$ cat src/rtl/riscv_pkg.sv
// Shared RISC-V core definitions: opcode constants, the fetch-sequencer state type
// and the instruction size.
package riscv_pkg;

    localparam logic [6:0] OP_BRANCH = 7'b1100011;
    localparam logic [6:0] OP_JAL    = 7'b1101111;
    localparam logic [6:0] OP_NOP    = 7'b0000000;
    localparam logic [6:0] OP_LOAD   = 7'b0000011;
    localparam logic [6:0] OP_STORE  = 7'b0100011;

    localparam int unsigned INST_BYTES = 4;

    typedef enum logic [1:0] {
        IDLE     = 2'd0,
        FETCH    = 2'd1,
        REDIRECT = 2'd2,
        HALT     = 2'd3
    } fetch_state_t;

    // A fetch address is legal only when it sits on an instruction boundary.
    function automatic logic word_aligned(input logic [1:0] addr_lsb);
        return (addr_lsb == 2'b00);
    endfunction

endpackage

$ cat src/rtl/fetch_perf_counter.sv
// Saturating event counter with synchronous clear; clear has priority over the
// enable.
module fetch_perf_counter #(
    parameter int WIDTH = 32
) (
    input  logic             clk,
    input  logic             rst,
    input  logic             clear,
    input  logic             en,
    output logic [WIDTH-1:0] count
);

    // Count enabled cycles and stick at all-ones instead of wrapping.
    always_ff @(posedge clk) begin
        if (rst || clear) begin
            count <= '0;
        end else if (en && (count != {WIDTH{1'b1}})) begin
            count <= count + WIDTH'(1);
        end else begin
            count <= count;
        end
    end

endmodule

$ cat src/rtl/fetch_sequencer.sv
// Program-counter controller. The optional performance counters (cycle_cnt,
// retire_cnt) are included when FETCH_SEQ_PERF_EN is defined.
module fetch_sequencer
    import riscv_pkg::*;
#(
    parameter int WIDTH    = 32,
    parameter int NUM_INST = 19,
    parameter int RESET_PC = 0
) (
    input  logic             clk,
    input  logic             rst,
    input  logic             start,
    input  logic             restart,
    input  logic             stall,
    input  logic [6:0]       opcode,
    input  logic             branch,
    input  logic             jump,
    input  logic             branch_taken,
    input  logic [WIDTH-1:0] target,
    output logic [WIDTH-1:0] pc,
    output logic             pc_valid,
    output logic             flush,
    output logic             halted,
    output logic             err_misalign
`ifdef FETCH_SEQ_PERF_EN
    ,
    output logic [WIDTH-1:0] cycle_cnt,
    output logic [WIDTH-1:0] retire_cnt
`endif
);

    localparam logic [WIDTH-1:0] RESET_ADDR = WIDTH'(RESET_PC);
    localparam logic [WIDTH-1:0] END_ADDR   = WIDTH'(NUM_INST * INST_BYTES);
    localparam logic [WIDTH-1:0] STEP       = WIDTH'(INST_BYTES);

    fetch_state_t     state_r;
    fetch_state_t     next_state_s;
    logic [WIDTH-1:0] next_pc_s;
    logic [WIDTH-1:0] pc_plus4_s;
    logic             next_err_s;
    logic             redirect_s;
    logic             next_pc_valid_s;
    logic             next_flush_s;
    logic             next_halted_s;

    // Wraps modulo 2^WIDTH; the end-of-ROM compare below is unsigned.
    assign pc_plus4_s = pc + STEP;
    assign redirect_s = jump | (branch & branch_taken);

    // State register and registered outputs.
    always_ff @(posedge clk) begin
        if (rst) begin
            state_r      <= IDLE;
            pc           <= RESET_ADDR;
            err_misalign <= 1'b0;
            pc_valid     <= 1'b0;
            flush        <= 1'b0;
            halted       <= 1'b0;
        end else begin
            state_r      <= next_state_s;
            pc           <= next_pc_s;
            err_misalign <= next_err_s;
            pc_valid     <= next_pc_valid_s;
            flush        <= next_flush_s;
            halted       <= next_halted_s;
        end
    end

    // Next-state, next-PC and sticky-error decision.
    always_comb begin
        next_state_s = state_r;
        next_pc_s    = pc;
        next_err_s   = err_misalign;
        case (state_r)
            IDLE: begin
                if (start) begin
                    next_state_s = FETCH;
                    next_pc_s    = RESET_ADDR;
                end else begin
                    next_state_s = IDLE;
                end
            end
            FETCH: begin
                if (stall) begin
                    next_state_s = FETCH;
                end else if (redirect_s) begin
                    if (!word_aligned(target[1:0])) begin
                        next_err_s   = 1'b1;
                        next_state_s = HALT;
                    end else begin
                        next_pc_s    = target;
                        next_state_s = REDIRECT;
                    end
                end else if (opcode == OP_NOP) begin
                    next_state_s = HALT;
                end else if (pc_plus4_s >= END_ADDR) begin
                    next_state_s = HALT;
                end else begin
                    next_pc_s    = pc_plus4_s;
                    next_state_s = FETCH;
                end
            end
            REDIRECT: begin
                next_state_s = FETCH;
            end
            HALT: begin
                if (restart) begin
                    next_state_s = FETCH;
                    next_pc_s    = RESET_ADDR;
                    next_err_s   = 1'b0;
                end else begin
                    next_state_s = HALT;
                end
            end
            default: begin
                next_state_s = IDLE;
                next_pc_s    = RESET_ADDR;
                next_err_s   = 1'b0;
            end
        endcase
    end

    // Status outputs follow the state being entered so they line up with pc.
    always_comb begin
        next_pc_valid_s = 1'b0;
        next_flush_s    = 1'b0;
        next_halted_s   = 1'b0;
        case (next_state_s)
            FETCH:    next_pc_valid_s = 1'b1;
            REDIRECT: next_flush_s    = 1'b1;
            HALT:     next_halted_s   = 1'b1;
            default: begin
                next_pc_valid_s = 1'b0;
                next_flush_s    = 1'b0;
                next_halted_s   = 1'b0;
            end
        endcase
    end

`ifdef FETCH_SEQ_PERF_EN
    logic cnt_clear_s;
    logic cycle_en_s;
    logic retire_en_s;

    assign cnt_clear_s = (state_r == HALT) & restart;
    assign cycle_en_s  = (state_r != IDLE);
    assign retire_en_s = (state_r == FETCH) & ~stall & (next_state_s != HALT);

    fetch_perf_counter #(.WIDTH(WIDTH)) u_cycle_cnt (
        .clk   (clk),
        .rst   (rst),
        .clear (cnt_clear_s),
        .en    (cycle_en_s),
        .count (cycle_cnt)
    );

    fetch_perf_counter #(.WIDTH(WIDTH)) u_retire_cnt (
        .clk   (clk),
        .rst   (rst),
        .clear (cnt_clear_s),
        .en    (retire_en_s),
        .count (retire_cnt)
    );
`endif

endmodule

$ cat config.mk
export PLATFORM = sky130hd
export DESIGN_NAME = fetch_sequencer
export DESIGN_NICKNAME = d
export VERILOG_FILES = /design/src/rtl/riscv_pkg.sv /design/src/rtl/fetch_perf_counter.sv /design/src/rtl/fetch_sequencer.sv
export SDC_FILE = /design/constraint.sdc
export NUM_CORES = 1
export LEC_CHECK = 0
export CAP_MARGIN = 10
export CORE_MARGIN = 10
export CORE_UTILIZATION = 44
export DETAILED_ROUTE_END_ITERATION = 12
export PLACE_DENSITY_LB_ADDON = 0.05
export SLEW_MARGIN = 20
export SYNTH_ARGS = -nofsm -noshare
export SYNTH_HDL_FRONTEND = slang
export SYNTH_SLANG_ARGS = --single-unit
$ cat constraint.sdc
create_clock -name clk -period 3.3 [get_ports clk]
set_clock_uncertainty 0.05 [all_clocks]
set_input_delay 0.66 -clock clk [delete_from_list [all_inputs] [get_ports clk]]
set_output_delay 0.66 -clock clk [all_outputs]
set_load 0.05 [all_outputs]
[After elaboration in Yosys (flattened, before gate mapping)]
Cells that the tools add are included.
Storage, ports and cells
  register bits: 38
  bits of input ports: 47
  output and inout port bits: 36
  word-level logic and storage cells: 55
Cells by class
  add/subtract/negate cells: 1
  magnitude comparators: 1
  eq/ne operators: 14
  muxes and demuxes: 24
  bitwise logic cells: 2
  reductions and logical operators: 7
Operators with widths (count)
  $mux 32: 7
  $pmux 32 s3: 1
  $add 32x3->32 const B: 1
  $ge 32x7->1 const B: 1
  $mux 2: 5
  $ne 2x2->1 const B: 5
  $mux 1: 9
  $ne 3x3->1 const B: 3
  $eq 2x2->1 const B: 4
  $pmux 2 s4: 1
  $logic_not 7->1: 1
  $reduce_and 7->1: 1
  $reduce_and 5->1: 1
  $eq 2x1->1 const B: 2
  $logic_not 2->1: 2
  $reduce_bool 3->1: 1
  $pmux 1 s2: 1
  $reduce_bool 2->1: 1
  $and 1x1->1: 1
  $or 1x1->1: 1

[Logic depth before layout (Yosys ltp)]
  word-level depth: 9
  depth in mapped cells: 11
  mapped depth without buffers: 10

[Worst setup path after synthesis]
OpenSTA, ideal clock, no wires.
  path type: register -> register
  start point: reg pc[3]
  end point: reg pc[20]
  library setup time: 131 ps
  data arrival time: 3373 ps
  required time: 3119 ps
  slack: -254 ps
  stages on the path, launching flop included: 11
  path buffers: 1
  clock period less this slack: 3554 ps
  path through: dfxtp_1 ha_1 nand4_4 nor4_4 and4_1 xnor2_1 or4_4 o31a_2 nor2_4 buf_4 o32ai_1
Between the ends
  longest elaborated chain between the ends: 6
  elaborated cells between the ends (all ways): 9
  classes of those cells: add/sub: 1; order compare: 1; eq/ne: 1; mux: 5; reduce/logical: 1
Ends and longest elaborated chain
  from (decl): line fetch_sequencer.sv:20  | output logic [WIDTH-1:0] pc,
  from (signal assigned): line fetch_sequencer.sv:61  | pc <= next_pc_s;
  $add 32x3->32 *: line fetch_sequencer.sv:47  | assign pc_plus4_s = pc + STEP;
  branches (longest 5 deep; another with $ge 32x7->1)
Every way passes the cells marked *. The select of a mux whose other input is x is not followed.
A chain may end at the register's enable or synchronous reset.

[Final worst setup path]
  start point: reg pc[2]
  end point: reg pc[27]
The elaborated chain is that of the path after synthesis.

==> impl_metrics.tcl <==
set metrics [dict create \
    ys_ff_latch 38 \
    hold_path_end "pc[1]" \
    worstHoldPathCells 1 \
    vias 3204 \
    crit_chain "ha_2 > nand4_4 > nor4_4 > and4_1 > xnor2_1 > or4_4 > o31a_2 > nor2_4 > buf_12 > o21ai_0" \
    worstSetupEndpointType "flop" \
    fin_util 0.648 \
    cts_tree "yes" \
    critPathMaxStageDelay_ns 0.59 \
    clockRootBuffer "clkbuf_8" \
    synthArstFlopShare 0 \
    port_buffers 82 \
    viasPerCell 5.77 \
    relSlewSlack 0.653 \
    dieHeight_microns 102 \
    cts_sinks 38 \
    yosys_warnings 0 \
    drt_iter0_drc 199 \
    critPathSlowestCell "or4_4" \
    fin_nets 526 \
    tns_ns 0 \
    fin_crit_ns 3.13 \
    grt_first_pass_wirelength_mm 16.3 \
    grt_max_degree 38 \
    fp-row-count 29 \
    critPathKind "flop to flop" \
    drc 0 \
    rsz0062_at_grt "false" \
    synth_seq_area_share 0.255 \
    antenna_found_initial 0 \
    antennaDiodeCount 0 \
    ir_drop_mv 0.165 \
    drive_gt1_frac 0.169 \
    wl_per_cell_microns 18.3 \
    synthCells 381 \
    syn_area_sq_mm 0.00298 \
    start_util 0.462 \
    reg2regPathDepth 10 \
    min_path_type "flop to flop" \
    path_clk_slew_ns 0.08 \
    die_area_sq_mm 0.0105 \
    critPathMaxFanout 13 \
    hold_violations 0 \
    place_congestion 0.939 \
    slew_viol_final 0 \
    numCtsBuffers 5 \
    design.portCount 83 \
    finalWirelength_mm 10.2 \
    worstHoldStart "pc[1]" \
    overflow 0 \
    status "completed" \
    holdWs_ns 0.422 \
    reg2reg_slack_ns 0.17 \
    fin_crit_sh 0.950 \
    fmax_ghz 0.319 \
    first_pass_iters 8 \
    ys.flop_type "dfxtp_1" \
    syn_area_per_cell_sq_um 7.83 \
    gr-usage-all-layers 0.194 \
    setup_slack_ns 0.166 \
    worstMarginPinSlew_ns 0.518 \
    dp_slack_ns 0.0514 \
    r2r_end "pc[27]" \
    synth_cell_types 60 \
    crit_required_ns 3.43 \
    cts_buffer_depth 2 \
    clk-insertion-delay-late_ns 0.29 \
    detail-route-antenna-nets 0 \
    cp_data_arrival_time_ns 3.26 \
    finalSetupViolCount 0 \
    r2r_start "pc[2]" \
    synth-edff-count 0 \
    areaGrowthSynthToFinish_pct 40.4 \
    die_w_microns 102 \
    postCtsHoldBufs 0 \
    hpwl_mm 7.88 \
    drv_cap 0 \
    grt_pass1_vias 3173 \
    htreeDepth 2 \
    p_leak_nw 1.50 \
    cp-start-kind "flop" \
    core_sq_mm 0.00646 \
    syn-num-nets 430 \
    power_density_mw_per_mm2 315 \
]
[metal layers]
| layer | wire (microns) | GRT usage | up-vias |
|---|---|---|---|
| met1 | 4310 | 0.242 | 1489 |
| met4 | 149 | 0.0499 | 0 |
| met2 | 4960 | 0.324 | 107 |
| met5 | 0 | 0 | - |
| met3 | 752 | 0.0486 | 16 |
| li1 | - | - | 1592 |
[cell families (layout without fill, tap and decap cells)]
family,Yosys count,in the layout,share of synthesized area
fa+ha+maj,2,2,0.00839
simple gates,161,161,0.321
xor+xnor,29,29,0.0852
compound gates,97,97,0.217
mux,13,13,0.0445
flops,38,38,0.255
buf+inv,41,138,0.0680
[critical path, delay by kind of cell, from the launching register on]
kind,cells,cell delay (ns)
AND/OR/NAND/NOR,5,1.52
AO/OA/AOI/OAI,2,0.54
flip-flops,1,0.40
adder cells (fa/ha/maj),1,0.27
buffers and inverters,1,0.15
XOR/XNOR,1,0.08
[cell type report]
cell class | instances | area (sq um)
clock buffer | 7 | 76.3
clock inverter | 1 | 30.0
fill | 584 | 2270
inverter | 10 | 37.5
multi-input combinational | 302 | 2050
sequential | 38 | 777
tap | 77 | 96.3
timing repair buffer | 120 | 1120
[Yosys cell counts (11+ instances only)]
master | number | area (sq um)
nand4_1 | 15 | 93.8
nor3_1 | 16 | 80.1
a21oi_1 | 13 | 65.1
nand2b_1 | 18 | 113
nand3_1 | 13 | 65.1
o21ai_0 | 29 | 145
nor2_1 | 24 | 90.1
mux2i_1 | 11 | 110
o211ai_1 | 11 | 82.6
xnor2_1 | 20 | 175
nand2_1 | 28 | 105
dfxtp_1 | 38 | 761
[cells in the final DEF, fill, tap and decap left out, types with 2 or more instances in the layout]
master and count:
nand2b_1 18, o211ai_1 11, nand3_1 13, nand4_4 2
nor2b_1 6, xor2_1 9, clkdlybuf4s50_1 82, dfxtp_1 25
a211oi_1 5, and3b_1 2, nand3_2 2, o21ai_1 4
nand2_1 28, nor2_1 24, nor3_1 16, clkbuf_1 2
nor4_1 6, and3_1 6, and4_1 3, mux2_2 2
or4_4 3, a21oi_2 2, o31ai_1 2, xnor2_1 20
mux2i_1 11, o21ai_0 29, buf_4 37, a21oi_1 11
and2_1 5, clkbuf_8 5, a31oi_1 6, o21a_1 2
nand4_1 15, o41ai_1 2, a21boi_0 2, dfxtp_2 13
inv_1 10, o32ai_1 9, nor4_4 3
[where the power goes]
part	leakage, nW	internal (W)	total [W]	switching, W
combinational	1.14	0.000187	0.000418	0.000231
clock	0.0524	0.000226	0.000398	0.000172
sequential	0.314	0.000478	0.000503	0.0000251
[per-stage QoR]
step	total power, W	cell area (sq um)	std cells
global route	0.00138	4190	555
CTS	0.00132	4140	553
detailed placement	0.000925	4040	545
finish	0.00132	4190	555
floorplan	0.000752	3000	381
global placement	0.000921	4040	545
[what timing repair did]
item / in CTS / in global routing
setup buffers: 0 / 2
endpoints found under the hold margin: 0 / 0
endpoints found under the setup margin: 0 / 24
gates resized for setup: 0 / 7
[how the worst max path moves through the flow]
stage,start,to,slack (ns),cells past startpoint
floorplan,pc[5],pc[10],0.003,9
global placement,pc[2],pc[13],0.12,10
detailed placement,pc[2],pc[13],0.05,10
CTS,pc[2],pc[13],0.04,10
global route,pc[2],pc[9],0.009,10
finish,pc[2],pc[27],0.17,10
[flip-flops by register name, indices dropped and copies added (netlist names)]
name / count
halted: 1
pc_valid: 1
flush: 1
err_misalign: 1
pc: 32
state_r: 2
(Power assumes the default switching activity.)
